**src/rtl/dac_shift_autocal.sv**
```systemverilog
// ---------------------------------------------------------------------------
// dac_shift_autocal
//
// Hardware shift-calibration sequencer for the DAC output path. For every
// channel selected in the latched mask, in ascending order, it routes the
// channel to the static output register and broadcasts a constant target
// word. It then sweeps that channel's shift amount from 0 upward. It stops at
// the first shift where samples WAVE_POS-1, WAVE_POS and WAVE_POS+1 of the
// channel's DAC output word all equal the target. If no shift up to MAX_SHIFT
// locks, the channel is marked failed and its original shift is put back.
//
// Ports
//   clk, rst        clock, asynchronous active-low reset
//   start, abort    run control pulses (abort wins over start)
//   ch_mask, target channel selection and wave value, latched on start
//   dac_tdata       per-channel DAC words, channel c at [c*SAMPLES*SAMPLE_W +: ...]
//   dac_tvalid      per-channel beat valid, paces the settle counter
//   shift_wr_*      manual shift write, honoured only while not busy
//   shift_amt       registered shift per channel, channel c at [c*SHIFT_W +: ...]
//   mux_sel         1 = channel driven from the static output register
//   static_val      latched target while busy, 0 otherwise
//   busy, done      run in progress / one-cycle end-of-run pulse
//   pass_mask       channels that locked in the last run
//   fail_mask       channels that exhausted the sweep in the last run
// ---------------------------------------------------------------------------
module dac_shift_autocal #(
    parameter int NUM_CH     = 4,
    parameter int SAMPLES    = 16,
    parameter int SAMPLE_W   = 16,
    parameter int SHIFT_W    = 4,
    parameter int MAX_SHIFT  = 10,
    parameter int WAVE_POS   = 8,
    parameter int SETTLE_CYC = 10
) (
    input  logic                               clk,
    input  logic                               rst,
    input  logic                               start,
    input  logic                               abort,
    input  logic [NUM_CH-1:0]                  ch_mask,
    input  logic [SAMPLE_W-1:0]                target,
    input  logic [NUM_CH*SAMPLES*SAMPLE_W-1:0] dac_tdata,
    input  logic [NUM_CH-1:0]                  dac_tvalid,
    input  logic                               shift_wr_en,
    input  logic [$clog2(NUM_CH)-1:0]          shift_wr_ch,
    input  logic [SHIFT_W-1:0]                 shift_wr_data,
    output logic [NUM_CH*SHIFT_W-1:0]          shift_amt,
    output logic [NUM_CH-1:0]                  mux_sel,
    output logic [SAMPLE_W-1:0]                static_val,
    output logic                               busy,
    output logic                               done,
    output logic [NUM_CH-1:0]                  pass_mask,
    output logic [NUM_CH-1:0]                  fail_mask
);

    localparam int CH_W   = $clog2(NUM_CH);
    localparam int CNT_W  = $clog2(SETTLE_CYC + 1);
    localparam int WORD_W = SAMPLES * SAMPLE_W;

    typedef enum logic [2:0] {
        ST_IDLE   = 3'd0,
        ST_SEEK   = 3'd1,
        ST_SETTLE = 3'd2,
        ST_CHECK  = 3'd3,
        ST_FIN    = 3'd4
    } state_e;

    state_e               state_q, state_d;
    logic [NUM_CH-1:0]    mask_q, mask_d;
    logic [NUM_CH-1:0]    proc_q, proc_d;
    logic [SAMPLE_W-1:0]  target_q, target_d;
    logic [CH_W-1:0]      ch_q, ch_d;
    logic [SHIFT_W-1:0]   saved_q, saved_d;
    logic [SHIFT_W-1:0]   shift_q [NUM_CH];
    logic [SHIFT_W-1:0]   shift_d [NUM_CH];
    logic [NUM_CH-1:0]    mux_q, mux_d;
    logic [CNT_W-1:0]     cnt_q, cnt_d;
    logic [NUM_CH-1:0]    pass_q, pass_d;
    logic [NUM_CH-1:0]    fail_q, fail_d;
    logic                 busy_q, busy_d;
    logic                 done_q, done_d;
    logic [SAMPLE_W-1:0]  static_q, static_d;

    logic [NUM_CH-1:0]    match_vec_s;
    logic [NUM_CH-1:0]    pend_s;
    logic                 seek_hit_s;
    logic [CH_W-1:0]      seek_ch_s;
    logic                 cur_match_s;
    logic                 cur_valid_s;
    logic [SHIFT_W-1:0]   cur_shift_s;
    logic                 settle_end_s;
    logic                 can_step_s;
    logic                 wr_ok_s;
    logic                 unused_tdata_s;

    // Only three samples per channel take part in the comparison.
    assign unused_tdata_s = ^dac_tdata;

    // Per-channel lock detect: the three samples around WAVE_POS equal the target.
    always_comb begin
        match_vec_s = '0;
        for (int i = 0; i < NUM_CH; i++) begin
            match_vec_s[i] = (dac_tdata[i*WORD_W + (WAVE_POS-1)*SAMPLE_W +: SAMPLE_W] == target_q)
                          && (dac_tdata[i*WORD_W +  WAVE_POS   *SAMPLE_W +: SAMPLE_W] == target_q)
                          && (dac_tdata[i*WORD_W + (WAVE_POS+1)*SAMPLE_W +: SAMPLE_W] == target_q);
        end
    end

    // Lowest pending channel: scanning downward leaves the lowest set bit last.
    always_comb begin
        pend_s     = mask_q & ~proc_q;
        seek_hit_s = |pend_s;
        seek_ch_s  = '0;
        for (int i = NUM_CH - 1; i >= 0; i--) begin
            seek_ch_s = pend_s[i] ? CH_W'(i) : seek_ch_s;
        end
    end

    // Status of the channel currently being swept.
    always_comb begin
        cur_match_s  = match_vec_s[ch_q];
        cur_valid_s  = dac_tvalid[ch_q];
        cur_shift_s  = shift_q[ch_q];
        settle_end_s = cur_valid_s && (cnt_q == CNT_W'(SETTLE_CYC - 1));
        can_step_s   = (cur_shift_s < SHIFT_W'(MAX_SHIFT));
        wr_ok_s      = shift_wr_en && !busy_q;
    end

    // FSM state register.
    always_ff @(posedge clk or negedge rst) begin
        if (!rst) begin
            state_q <= ST_IDLE;
        end else begin
            state_q <= state_d;
        end
    end

    // FSM next-state logic; abort returns to IDLE from any active state.
    always_comb begin
        state_d = state_q;
        case (state_q)
            ST_IDLE: begin
                if (start && !abort) state_d = ST_SEEK;
                else                 state_d = ST_IDLE;
            end
            ST_SEEK: begin
                if (abort)           state_d = ST_IDLE;
                else if (seek_hit_s) state_d = ST_SETTLE;
                else                 state_d = ST_FIN;
            end
            ST_SETTLE: begin
                if (abort)             state_d = ST_IDLE;
                else if (settle_end_s) state_d = ST_CHECK;
                else                   state_d = ST_SETTLE;
            end
            ST_CHECK: begin
                if (abort)            state_d = ST_IDLE;
                else if (cur_match_s) state_d = ST_SEEK;
                else if (can_step_s)  state_d = ST_SETTLE;
                else                  state_d = ST_SEEK;
            end
            ST_FIN:  state_d = ST_IDLE;
            default: state_d = ST_IDLE;
        endcase
    end

    // FSM output / datapath next values; outputs describe the state being entered.
    always_comb begin
        mask_d   = mask_q;
        proc_d   = proc_q;
        target_d = target_q;
        ch_d     = ch_q;
        saved_d  = saved_q;
        shift_d  = shift_q;
        mux_d    = mux_q;
        cnt_d    = cnt_q;
        pass_d   = pass_q;
        fail_d   = fail_q;
        busy_d   = busy_q;
        done_d   = 1'b0;
        case (state_q)
            ST_IDLE: begin
                if (start && !abort) begin
                    mask_d   = ch_mask;
                    target_d = target;
                    proc_d   = '0;
                    pass_d   = '0;
                    fail_d   = '0;
                    busy_d   = 1'b1;
                end else begin
                    busy_d   = 1'b0;
                end
            end
            ST_SEEK: begin
                if (abort) begin
                    mux_d  = '0;
                    busy_d = 1'b0;
                end else if (seek_hit_s) begin
                    ch_d               = seek_ch_s;
                    saved_d            = shift_q[seek_ch_s];
                    shift_d[seek_ch_s] = '0;
                    mux_d[seek_ch_s]   = 1'b1;
                    proc_d[seek_ch_s]  = 1'b1;
                    cnt_d              = '0;
                end else begin
                    busy_d = 1'b0;
                    done_d = 1'b1;
                end
            end
            ST_SETTLE: begin
                if (abort) begin
                    shift_d[ch_q] = saved_q;
                    mux_d         = '0;
                    busy_d        = 1'b0;
                end else if (cur_valid_s) begin
                    cnt_d = cnt_q + CNT_W'(1);
                end else begin
                    cnt_d = cnt_q;
                end
            end
            ST_CHECK: begin
                if (abort) begin
                    shift_d[ch_q] = saved_q;
                    mux_d         = '0;
                    busy_d        = 1'b0;
                end else if (cur_match_s) begin
                    pass_d[ch_q] = 1'b1;
                    mux_d[ch_q]  = 1'b0;
                end else if (can_step_s) begin
                    shift_d[ch_q] = cur_shift_s + SHIFT_W'(1);
                    cnt_d         = '0;
                end else begin
                    fail_d[ch_q]  = 1'b1;
                    shift_d[ch_q] = saved_q;
                    mux_d[ch_q]   = 1'b0;
                end
            end
            ST_FIN: begin
                busy_d = 1'b0;
            end
            default: begin
                mux_d  = '0;
                busy_d = 1'b0;
            end
        endcase
        // Manual writes only land while no run owns the shift registers.
        for (int i = 0; i < NUM_CH; i++) begin
            shift_d[i] = (wr_ok_s && (shift_wr_ch == CH_W'(i))) ? shift_wr_data : shift_d[i];
        end
        static_d = busy_d ? target_d : '0;
    end

    // Datapath and output registers.
    always_ff @(posedge clk or negedge rst) begin
        if (!rst) begin
            mask_q   <= '0;
            proc_q   <= '0;
            target_q <= '0;
            ch_q     <= '0;
            saved_q  <= '0;
            for (int i = 0; i < NUM_CH; i++) begin
                shift_q[i] <= '0;
            end
            mux_q    <= '0;
            cnt_q    <= '0;
            pass_q   <= '0;
            fail_q   <= '0;
            busy_q   <= 1'b0;
            done_q   <= 1'b0;
            static_q <= '0;
        end else begin
            mask_q   <= mask_d;
            proc_q   <= proc_d;
            target_q <= target_d;
            ch_q     <= ch_d;
            saved_q  <= saved_d;
            shift_q  <= shift_d;
            mux_q    <= mux_d;
            cnt_q    <= cnt_d;
            pass_q   <= pass_d;
            fail_q   <= fail_d;
            busy_q   <= busy_d;
            done_q   <= done_d;
            static_q <= static_d;
        end
    end

    // Pack per-channel shift registers onto the output bus.
    always_comb begin
        shift_amt = '0;
        for (int i = 0; i < NUM_CH; i++) begin
            shift_amt[i*SHIFT_W +: SHIFT_W] = shift_q[i];
        end
    end

    assign mux_sel    = mux_q;
    assign static_val = static_q;
    assign busy       = busy_q;
    assign done       = done_q;
    assign pass_mask  = pass_q;
    assign fail_mask  = fail_q;

endmodule
```
**config.mk**
```make
export PLATFORM = sky130hd
export DESIGN_NAME = dac_shift_autocal
export DESIGN_NICKNAME = d
export VERILOG_FILES = /design/src/rtl/dac_shift_autocal.sv
export SDC_FILE = /design/constraint.sdc
export NUM_CORES = 1
export LEC_CHECK = 0
export BUFFER_PORTS_ARGS = -buffer_cell sky130_fd_sc_hd__buf_2
export CAP_MARGIN = 15
export CORE_AREA = 4 4 427 429
export DETAILED_ROUTE_END_ITERATION = 12
export DIE_AREA = 0 0 431 433
export SLEW_MARGIN = 20
export SYNTH_ARGS = -nofsm -noshare
export SYNTH_HDL_FRONTEND = slang
export SYNTH_SLANG_ARGS = --single-unit
export TNS_END_PERCENT = 5
```
**constraint.sdc**
```tcl
create_clock -name clk -period 2.9 [get_ports clk]
set_input_delay 0.145 -clock clk [delete_from_list [all_inputs] [get_ports clk]]
set_output_delay 0.145 -clock clk [all_outputs]
set_load 0.01 [all_outputs]
```
=== After elaboration in Yosys (flattened, before gate mapping) ===
Index checks and enable logic that the tools add are counted.

* Register bits: 83
* Latch bits: 0
* RAM bits: 0
* Memory bits (read-only): 0
* Input bits: 1059
* Output and inout bits: 46
* Logic and storage cells: 216
* Memories: 0

* Add/subtract/negate cells: 2
* Multiply operators: 0
* Divide/modulo/power cells: 0
* $lt $le $gt $ge: 9
* Eq/ne operators: 49
* Shifts and indexed selects: 0
* Mux-type cells: 81
* Bitwise operators: 14
* Reductions and logical operators: 44

{| class="wikitable"
|+ Operator list
! kind !! count
|-
| $eq 16x16->1 || 12
|-
| $mux 16 || 9
|-
| $mux 4 || 31
|-
| $pmux 16 s3 || 1
|-
| $ne 3x3->1 const B || 13
|-
| $bwmux 16 || 2
|-
| $reduce_and 5->1 || 5
|-
| $pmux 4 s2 || 3
|-
| $ne 2x2->1 const B || 11
|-
| $ne 4x4->1 const B || 5
|-
| $logic_and 1x1->1 || 19
|-
| $and 16x16->16 || 1
|-
| $bmux 4 s2 || 2
|-
| $demux 4 s2 || 2
|-
| $mux 2 || 8
|-
| $not 16->16 || 1
|-
| $or 4x4->4 || 4
|-
| $pmux 4 s4 || 1
|-
| $reduce_bool 4->1 || 4
|-
| $mux 1 || 13
|-
| $pmux 3 s4 || 1
|-
| $pmux 4 s3 || 1
|-
| $reduce_and 4->1 || 3
|-
| $add 4x1->4 const B || 2
|-
| other kinds (29) || 45
|}

=== Logic depth before layout (Yosys ltp) ===
Gate-level depths: netlist of the first run.

* Depth in word-level cells: 17
* Mapped depth: 12
* Depth with buffers taken out: 10

=== Least setup slack after synthesis of the first run ===
Ideal clock, no wire load.

* Path kind: reg-to-reg
* From: register target_q[0]
* To: register shift_q, in the netlist shift_amt[7]
* Library setup time: 0.096 ns
* Data arrival time: 2.330 ns
* Required time: 2.804 ns
* Slack: 0.475 ns
* Stages on the path, launching flop included: 11
* Path buffers: 2
* Clock period less this slack: 2.425 ns
* Cells stage by stage: dfrtp_1 > buf_6 > or4_4 > a221oi_2 > o2111ai_1 > nor4_1 > a211o_1 > buf_6 > o221a_4 > nor2_1 > a311oi_2

* Word-level cells in the longest chain between the ends: 7
* Elaborated cells on any way between the ends: 24
* Classes of those cells: eq/ne (13); mux (2); reduce/logical (9)

{| class="wikitable"
|+ RTL lines
! item !! line !! text
|-
| start, declared || 70 || <nowiki>logic [SAMPLE_W-1:0] target_q, target_d;</nowiki>
|-
| start signal, assigned || 273 || <nowiki>target_q <= target_d;</nowiki>
|-
| $eq 16x16->1, on equally long branches || 102, 103 ||
|-
| $logic_and 1x1->1 || 103 || <nowiki>&& (dac_tdata[i*WORD_W + WAVE_POS *SAMPLE_W +: SAMPLE_W] == target_q)</nowiki>
|-
| $logic_and 1x1->1 || 104 || <nowiki>&& (dac_tdata[i*WORD_W + (WAVE_POS+1)*SAMPLE_W +: SAMPLE_W] == target_q);</nowiki>
|-
| $bmux 1 s2 * || 120 || <nowiki>cur_match_s = match_vec_s[ch_q];</nowiki>
|-
| $mux 1 (implied by the code) * || 120 ||
|-
| $ne 4x4->1 (no source line) * || - ||
|-
| $reduce_and 5->1 (no source line) * || - ||
|-
| end signal, assigned || 276 || <nowiki>shift_q <= shift_d;</nowiki>
|-
| end, declared || 73 || <nowiki>logic [SHIFT_W-1:0] shift_q [NUM_CH];</nowiki>
|}

Every way passes the cells marked *; elsewhere a longest branch is shown, timed or not. The select of a mux whose other input is x is not followed.
A chain may end at the register's enable or synchronous reset.

=== Final worst setup path of the first run ===
* From: register target_q[14]
* To: register shift_q, in the netlist shift_amt[7]

The elaborated chain is that of the path after synthesis.

==> summary.md, run 1 <==
| Metric | Value |
|---|---|
| GRT busiest layer | `met2` |
| Worst VDD drop | `just over 0.3 mV` |
| Critical path's slowest cell | `dfrtp_1` |
| Hold Path Class | `input port to flop` |
| Max cap viols | `0` |
| Largest family of logic cells by synthesized area | `simple AND/OR/NAND/NOR gates` |
| Setup ws final | `-0.210 ns` |
| Kind of critical path | `flop to flop` |
| Slew Viols, Final | `0` |
| Post-Synth XOR/XNOR Area | `7.22%` |
| Post-Syn Area | `a little over 6000 um^2` |
| H-tree depth | `3` |
| Final #Nets | `2173` |
| Worst Hold Slack | `around 0.021 ns` |
| Via density | `2.14` |
| Cell row count | `155` |
| Warnings from Yosys | `0` |
| Commonest non-fill, non-tap cell in the layout | `buf_2` |
| Most used DFF post-synth | `dfrtp_1` |
| GR Overflow Total | `0` |
| Synth Area in Compound Gates | `roughly 21%` |
| Pwr Density | `671 nW/um^2` |
| CTS tree | `done` |
| Total clock sinks | `between 80 and 90` |
| Worst-path fanout max | `8` |
| TritonCTS Buffers | `9` |
| Failing checks | `negative setup slack` |
| Min cycle time layout | `3.11 ns` |
| Status | `complete, but fails checks` |
| Post-synthesis sequential area ratio | `34.2%` |
| Cells after DPL | `3422` |
| Initial Util | `between 3 and 4%` |
| Synth-to-Final Area Change | `102%` |
| Crit-path leading delay family | `compound AO/OA/AOI/OAI gates` |
| Iteration-0 DRC Markers | `around 510` |
| Arrival time worst endpoint | `about 3.3 ns` |
| Gp weighted congestion | `0.906` |
| Mapped Nets | `1814` |
| Leading cell types in the layout, fill and taps excluded | `271 x buf_2, 105 x nand2_1, 80 x dfrtp_1` |
| Die area | `187000 um^2` |
| Least-Margin Pin Slew | `0.905 ns` |
| Static Leakage | `4.55 nW` |
| Startpoint types | `flop` |
| Worst Path Buf+Inv | `4` |
| DP Area | `11100 um^2` |
| Core area | `178000 um^2` |
| Die Span Y | `433 um` |
| Vias in the first global route | `between 7000 and 8000` |
| HPWL Detailed | `37100 um` |
| Unrepaired setup endpoints after global routing | `true` |
| Input/output buffers | `around 270` |
| Clock insertion delay at the later pin of the skew report | `just under 0.4 ns` |
| Count of final hold-check violations | `0` |
| FMAX | `roughly 320 MHz` |
| Met3 GRT Util | `0.926%` |
| Synth unique cells | `68` |
| Design Area, Final | `between 10000 and 15000 um^2` |
| Routed len/inst | `12.5 um` |
| Setup Viol. Count Final | `29` |
| EDFF count, synth | `0` |
| Clock root buffer | `clkbuf_16` |
| Post-synthesis register bit count | `slightly above 80` |
| Final wirelength | `43500 um` |
| Avg Cell Area, Syn | `8.07 um^2` |
| Routing usage on met1 | `roughly 4.5%` |
| Fill cells | `20800` |
| Setup slack at placement | `-0.952 ns` |
| Worst-path clk slew | `0.07 ns` |
| WP data required | `3.13 ns` |
| GR met2 Demand/Resource | `8.69%` |
| First-pass GRT wire length | `57200 um` |
| Critical Path End Type | `flop` |
| Die Width | `~430 um` |
| Gr usage total | `4.44%` |
| Clk buf depth | `2` |
| Largest net degree at the start of global routing | `38` |
| Post-Synthesis Cells | `752` |
| Via count | `7450` |
| Drt drc | `0` |
| Layout cells sized above 1 | `43.5%` |
| Layout Skew | `0.0344 ns` |
| Initial antenna violation count | `12` |
| Reg2reg setup slack | `-0.21 ns` |
| Largest stage delay on the critical path | `0.41 ns` |
| Num ports | `1105` |
| Post-synthesis adder-cell area fraction | `0.784%` |
| Share of async-settable or async-resettable flops after synthesis | `100%` |
| Final period util | `107%` |
| Antenna Nets Post-Route | `0` |
| Worst rel slew slack | `roughly two fifths` |
| Simple-gate share of the synthesized area | `a little over a quarter` |
| Drt pass-1 iters | `7` |
| CP cell instances | `buf_12 > buf_6 > xnor2_1 > nand4_1 > a2111oi_4 > nand4_1 > o22ai_4 > a211o_4 > buf_12 > o221a_4 > buf_4 > a311oi_2` |
| Mux share of post-synthesis cell area | `under 10%` |
| Final cell count without fillers | `3476` |
-- power by group --
part / switching, W / internal, W / leakage, nW
Clock: 0.000600 / 0.000791 / 0.161
Combinational: 0.00275 / 0.00213 / 3.31
Sequential: 0.000453 / 0.00151 / 1.08
-- cell type report --
| class | instances | area (um^2) | share of cell area, % |
|---|---|---|---|
| Multi-Input combinational cell | 608 | 4090 | 33.4 |
| Sequential cell | 83 | 2080 | 17.0 |
| Inverter | 19 | 77.6 | 0.633 |
| Tap cell | 2355 | 2950 | 24.0 |
| Clock inverter | 6 | 96.3 | 0.786 |
| Timing Repair Buffer | 390 | 2710 | 22.1 |
| Clock buffer | 10 | 239 | 1.95 |
| Antenna cell | 5 | 12.5 | 0.102 |
-- cells by family (layout without fill, tap and decap cells) --
kind of cell	count (synthesis)	after routing
simple gates	344	344
mux	14	14
other cells	0	5
fa+ha+maj	4	4
xor+xnor	50	50
buf+inv	61	425
compound gates	196	196
flops	83	83
-- stage by stage --
stage | util [%] | power (W) | setup TNS, ns
after CTS | 6.81 | 0.00842 | -6.25
after global routing | 6.87 | 0.00881 | -6.90
final | 6.88 | 0.00823 | -3.64
after global placement | 6.23 | 0.00655 | -27.60
after floorplan | - | 0.00385 | 0
after detailed placement | 6.23 | 0.00658 | -28.30
-- final timing paths --
| kind | from | endpoint | cells past startpoint |
|---|---|---|---|
| setup / recovery | target_q[14] | shift_amt[7] | 12 |
| hold / removal | target[3] | target_q[3] | 3 |
| setup reg to reg | target_q[14] | shift_amt[7] | 12 |
| hold reg to reg | saved_q[0] | saved_q[0] | 2 |
| max in group asynchronous | rst | fail_mask[0] | 3 |
| min in group asynchronous | rst | pass_mask[3] | 2 |
-- routing by layer --
metal	wire length [um]	up-vias
li1	-	3484
met1	15300	3649
met2	24500	262
met3	1890	51
met4	1750	4
met5	21	-
-- Yosys cell counts (all sizes together), types with 19 or more instances --
cell type	count	area, um^2
xnor2	20	175
a21oi	65	325
inv	19	71.3
dfrtp	83	2080
o21ai	36	188
and3	25	158
buf	24	181
nand3	28	140
nand2	105	394
nor3	36	180
nor2	73	277
xor2	30	263
o22ai	20	131
-- registers in the layout, indices dropped and copies added (netlist names) --
name and count:
proc_q 4, done 1, shift_amt 16, mux_sel 4
pass_mask 4, saved_q 4, mask_q 4, cnt_q 4
fail_mask 4, state_q 3, target_q 16, static_val 16
busy 1, ch_q 2
-- repair_timing --
action	CTS	global route
resized for setup	75	20
gates cloned	1	0
pin swaps	34	18
hold endpoints to repair	48	0
buffers inserted	20	0
hold buffers	13	0
setup endpoints to repair	34	34
-- worst register-to-register path, delay by kind of cell, from the launching register on --
kind	cells	cell delay, ns
buffers and inverters	4	0.58
XOR/XNOR	1	0.19
AO/OA/AOI/OAI	5	1.28
AND/OR/NAND/NOR	2	0.52
flip-flops	1	0.41
No activity file was read; power rests on OpenSTA's default activity.
==> run 2, diff against run 1 <==
--- a/config.mk
+++ b/config.mk
@@ -14,4 +14,3 @@
 export SYNTH_ARGS = -nofsm -noshare
 export SYNTH_HDL_FRONTEND = slang
 export SYNTH_SLANG_ARGS = --single-unit
-export TNS_END_PERCENT = 5
==> run 2 against run 1 <==
Against the previous run: the flow still finishes with violations (negative setup slack); cell count increased by 0.20%; sequential cell count unchanged; total power grew 1.6%; combinational power up 3%; clock power about the same; final area up 1.9%; maximum frequency up 0.29%; sequential share of layout area shrank 0.32 points; hold slack improved by 0.0036 ns; largest power group unchanged; highest routed layer unchanged.
==> summary.md, run 2 (synthesis results as in run 1) <==
| Metric | Value |
|---|---|
| Worst-path clk slew | `0.07 ns` |
| Antenna Nets Post-Route | `0` |
| Least-Margin Pin Slew | `1.03 ns` |
| Clock root buffer | `clkbuf_16` |
| Largest net degree at the start of global routing | `38` |
| Initial antenna violation count | `12` |
| Setup ws final | `-0.201 ns` |
| Min cycle time layout | `3.10 ns` |
| Setup slack at placement | `-0.952 ns` |
| Synth-to-Final Area Change | `106%` |
| Via count | `7540` |
| Layout Skew | `between 0.02 and 0.03 ns` |
| Kind of critical path | `flop to flop` |
| Leading cell types in the layout, fill and taps excluded | `271 x buf_2, 104 x nand2_1, 80 x dfrtp_1` |
| Setup_tns | `-2.82 ns` |
| Cell row count | `155` |
| Failing checks | `negative setup slack` |
| Die area | `187000 um^2` |
| Routed len/inst | `12.6 um` |
| First-pass GRT wire length | `57100 um` |
| Static Leakage | `4.59 nW` |
| Total clock sinks | `83` |
| Pwr Density | `roughly 670 nW/um^2` |
| Drt drc | `0` |
| GR Overflow Total | `0` |
| Final period util | `107%` |
| Die Span Y | `433 um` |
| FMAX | `roughly 320 MHz` |
| Worst VDD drop | `0.310 mV` |
| Status | `complete, but fails checks` |
| Max cap viols | `0` |
| Layout cells sized above 1 | `45.6%` |
| Setup Viol. Count Final | `21` |
| Input/output buffers | `272` |
| Vias in the first global route | `7417` |
| Count of final hold-check violations | `0` |
| Num ports | `approximately 1100` |
| Hold Path Class | `input port to flop` |
| CTS tree | `done` |
| Final Util | `under 10%` |
| Commonest non-fill, non-tap cell in the layout | `buf_2` |
| Fill cells | `20800` |
| WP data required | `3.13 ns` |
| Arrival time worst endpoint | `3.33 ns` |
| Worst rel slew slack | `31.3%` |
| Via density | `2.16` |
| Gp weighted congestion | `0.906` |
| Gr usage total | `under 10%` |
| Slew Viols, Final | `0` |
| Final wirelength | `43900 um` |
| Critical Path End Type | `flop` |
| Final #Nets | `2177` |
| Clock insertion delay at the later pin of the skew report | `0.38 ns` |
| H-tree depth | `3` |
| Core area | `about 180000 um^2` |
| HPWL Detailed | `around 37000 um` |
| Clk buf depth | `2` |
| Startpoint types | `flop` |
| Iteration-0 DRC Markers | `538` |
| Drt pass-1 iters | `5` |
| Die Width | `between 400 and 500 um` |
| TritonCTS Buffers | `9` |
| Unrepaired setup endpoints after global routing | `true` |
| Worst-path fanout max | `8` |
| Initial Util | `3.40%` |
## run 2: cell count changes in the layout (fill, tap and decap cells not counted), moves of 3 or more
cell,change
a21oi_1,-7
a21oi_2,+7
buf_6,+4
diode_2,+3
o22ai_4,+3
## run 2: where the power goes
| part | leakage [nW] | internal (W) | switching, W | total [W] |
|---|---|---|---|---|
| logic | 3.36 | 0.00218 | 0.00283 | 0.00501 |
| registers | 1.08 | 0.00151 | 0.000464 | 0.00198 |
| clock network | 0.161 | 0.000791 | 0.000586 | 0.00138 |
## run 2: metal layers
metal / track usage, % / vias to the layer above / share of wire, %
met1: 4.42 / 3643 / 34
met3: 0.967 / 71 / 5.7
met4: 2.48 / 2 / 5.7
li1: - / 3501 / -
met2: 8.50 / 323 / 55
met5: 0 / - / 0.016
## run 2: per-stage QoR
stage          instances  area [um^2]  power (W)  hold slack [ns]
2_1_floorplan        752         6070    0.00385           -0.151
3_3_place_gp        3422        11100    0.00655            0.204
3_5_place_dp        3422        11100    0.00658            0.209
4_1_cts             3473        12200    0.00843         0.000227
5_1_grt             3479        12500    0.00895           0.0191
6_report            3483        12500    0.00837           0.0248
## run 2: cell type report
cell class	instances	area, um^2	share of cell area (%)
Antenna cell	8	20.0	0.160
Clock buffer	10	239	1.91
Clock inverter	6	96.3	0.771
Inverter	19	77.6	0.621
Multi-Input combinational cell	609	4290	34.4
Sequential cell	83	2080	16.7
Tap cell	2355	2950	23.6
Timing Repair Buffer	393	2740	21.9
## run 2: what timing repair did
item	4_1_cts	5_1_grt
hold buffers	13	0
endpoints found under the setup margin	34	34
gates resized for setup	78	56
endpoints found under the hold margin	48	0
setup buffers	22	4
pin swaps	45	27
cloned	1	1
## run 2: path summary, 6_finish.rpt
| path | slack [ns] | end | depth (start not counted) | start |
|---|---|---|---|---|
| max in group asynchronous | 1.78 | fail_mask[2] | 3 | rst |
| worst min-delay path | 0.02 | target_q[3] | 3 | target[3] |
| worst max-delay path | -0.20 | shift_amt[7] | 12 | target_q[8] |
| worst min register to register | 0.49 | saved_q[0] | 2 | saved_q[0] |
| worst max register to register | -0.20 | shift_amt[7] | 12 | target_q[8] |
| min in group asynchronous | 0.32 | pass_mask[3] | 2 | rst |
## run 2: critical path, cell delays in order, from the launching register on
cell and delay, ns:
dfrtp_1 0.41, buf_12 0.16, buf_4 0.13, xnor2_1 0.25
nand4_1 0.20, a2111oi_4 0.30, nand4_1 0.33, o22ai_4 0.32
a211o_4 0.18, buf_12 0.12, o221a_4 0.30, buf_4 0.15
a311oi_2 0.10
==> run 3, diff against run 2 <==
==> constraint.sdc (replaced) <==
create_clock -name clk -period 3.4 [get_ports clk]
set_input_delay 0.17 -clock clk [delete_from_list [all_inputs] [get_ports clk]]
set_output_delay 0.17 -clock clk [all_outputs]
set_load 0.01 [all_outputs]
==> run 3 against run 2 <==
Against the previous run: the run now ends clean; final area fell by 11%; clock-buffer cell count fell by 1; maximum frequency down 3.4%; combinational power shrank 31%; sequential cell count is the same; sequential power fell by 16%; hold slack lost 0.0039 ns; sequential share of layout area grew 2.1 points; first-iteration DRC count fell by 3.2%; register-to-register slack improved by 0.39 ns; global-route usage shrank 0.21 points; die area is the same.
==> summary.md, run 3 (synthesis results as in run 1) <==
| Metric | Value |
|---|---|
| Die Width | `431 um` |
| Min cycle time layout | `3.21 ns` |
| Input/output buffers | `272` |
| Static Leakage | `4.00 nW` |
| Layout cells sized above 1 | `36.3%` |
| Antenna Nets Post-Route | `0` |
| WHS Path Cells | `3` |
| Status | `completed` |
| Final wirelength | `41500 um` |
| Sequential cell fraction of total power | `27.1%` |
| Final #Nets | `2108` |
| Slew Viols, Final | `0` |
| Worst VDD drop | `0.244 mV` |
| Reg2Reg Depth | `12` |
| Clk buf depth | `2` |
| Setup Viol. Count Final | `0` |
| GR Overflow Total | `0` |
| Least-Margin Pin Slew | `0.737 ns` |
| Gr usage total | `4.22%` |
| Final cell count without fillers | `3407` |
| Die Span Y | `~430 um` |
| FMAX | `approximately 310 MHz` |
| Die area | `roughly 190000 um^2` |
| Setup_tns | `0 ns` |
| WP data required | `3.65 ns` |
| Setup slack at placement | `-0.0627 ns` |
| Unrepaired setup endpoints after global routing | `false` |
| Setup ws final | `~0.19 ns` |
| Internal power | `0.00314 W` |
| CTS tree | `done` |
| TritonCTS Buffers | `9` |
| H-tree depth | `3` |
| Initial Util | `3.40%` |
| Hold Path Class | `input port to flop` |
| Worst hold endpoint | `target_q[3]` |
| First-pass GRT wire length | `between 50000 and 60000 um` |
| DP Area | `10700 um^2` |
| Switch share | `49.1%` |
| Logic pwr share | `a little under three fifths` |
| Max cap viols | `0` |
| Worst-path clk slew | `0.07 ns` |
| Largest net degree at the start of global routing | `30` |
| Num ports | `1105` |
| Design Area, Final | `11100 um^2` |
| Count of final hold-check violations | `0` |
| Kind of critical path | `flop to flop` |
| R2R Path Start | `target_q[12]` |
| Switching power | `0.00303 W` |
| Gp weighted congestion | `between 0.8 and 0.9` |
| Reg-to-Reg End | `shift_amt[4]` |
| Via count | `7179` |
| Routed len/inst | `12.2 um` |
| Initial antenna violation count | `10` |
| Total clock sinks | `83` |
| Drt pass-1 iters | `7` |
| HPWL Detailed | `35500 um` |
| Clk pwr share | `16.9%` |
| Vias in the first global route | `6990` |
| Clock insertion delay at the later pin of the skew report | `0.36 ns` |
| Drt drc | `0` |
| Leading cell types in the layout, fill and taps excluded | `271 x buf_2, 105 x nand2_1, 81 x dfrtp_1` |
| Fill cells | `20900` |
| Worst rel slew slack | `between 50% and 60%` |
| Via density | `2.11` |
| Cells after DPL | `3386` |
| Critical Path End Type | `flop` |
| Clock root buffer | `clkbuf_16` |
| Synth-to-Final Area Change | `82.5%` |
| Final period util | `94.4%` |
| Worst-path fanout max | `9` |
| Layout Skew | `0.00703 ns` |
| Iteration-0 DRC Markers | `~520` |
| Commonest non-fill, non-tap cell in the layout | `buf_2` |
| Cell row count | `155` |
| HP Start | `target[3]` |
| Final Util | `6.21%` |
| Reg2reg setup slack | `0.19 ns` |
| Startpoint types | `flop` |
| Core area | `178000 um^2` |
| Pwr Density | `557 nW/um^2` |
| Arrival time worst endpoint | `roughly 3.5 ns` |
## run 3: cell count changes in the layout (fill, tap and decap cells not counted), sizes merged
cell / delta
buf: -59
dlygate4sd3: -9
diode: -7
bufinv: -2
inv: +2
clkbuf: -1
clkinvlp: +1
o22ai: -1
## run 3: power groups by stage
stage	combinational [W]	sequential (W)	clock, W
global route	0.00381	0.00172	0.00112
detailed placement	0.00359	0.00169	0
CTS	0.00361	0.00167	0.00109
finish	0.00346	0.00167	0.00104
floorplan	0.00168	0.00160	0
global placement	0.00356	0.00168	0
## run 3: critical path, stage by stage, from the launching register on
cell and delay (ns):
dfrtp_1 0.41, buf_4 0.18, or3_1 0.38, a22oi_2 0.37, buf_4 0.24, o2111ai_1 0.18
nor4_2 0.30, buf_4 0.20, a211o_1 0.16, buf_12 0.13, o211ai_1 0.23, a21oi_1 0.21
o22ai_1 0.08
## run 3: final cells by class
class	instances	area [um^2]	area share, %
Clock inverter	7	72.6	0.655
Tap cell	2355	2950	26.6
Sequential cell	83	2080	18.8
Multi-Input combinational cell	608	3690	33.3
Clock buffer	9	225	2.03
Inverter	19	71.3	0.644
Antenna cell	1	2.50	0.0226
Timing Repair Buffer	325	1980	17.9
## run 3: repair_timing
item,in CTS,in global routing
gates resized for setup,1,6
setup endpoints to repair,20,20
hold buffers,4,0
setup buffers,0,0
pin swaps,0,1
hold endpoints to repair,29,0
gates cloned,0,0
## run 3: metal layers
layer	GRT usage (%)	part of all wire (%)
met1	4.22	34
met2	8.40	56
met3	0.709	5.1
met4	1.99	4.5
met5	0	0.065
## run 3: worst max path at each step
stage	startpoint	endpoint	slack [ns]	depth (start not counted)
finish	target_q[12]	shift_amt[4]	0.19	12
CTS	target_q[5]	shift_amt[7]	0.06	11
floorplan	target_q[0]	shift_amt[7]	0.97	10
detailed placement	target_q[12]	fail_mask[3]	-0.06	12
global route	target_q[11]	shift_amt[2]	0.02	11
global placement	target_q[12]	shift_amt[2]	-0.07	12
## run 3: per-stage QoR
stage	hold slack (ns)	total power [W]
after floorplan	-0.126	0.00328
after global placement	0.114	0.00524
after detailed placement	0.116	0.00528
after CTS	0.00326	0.00637
after global routing	0.0240	0.00665
final	0.0208	0.00617
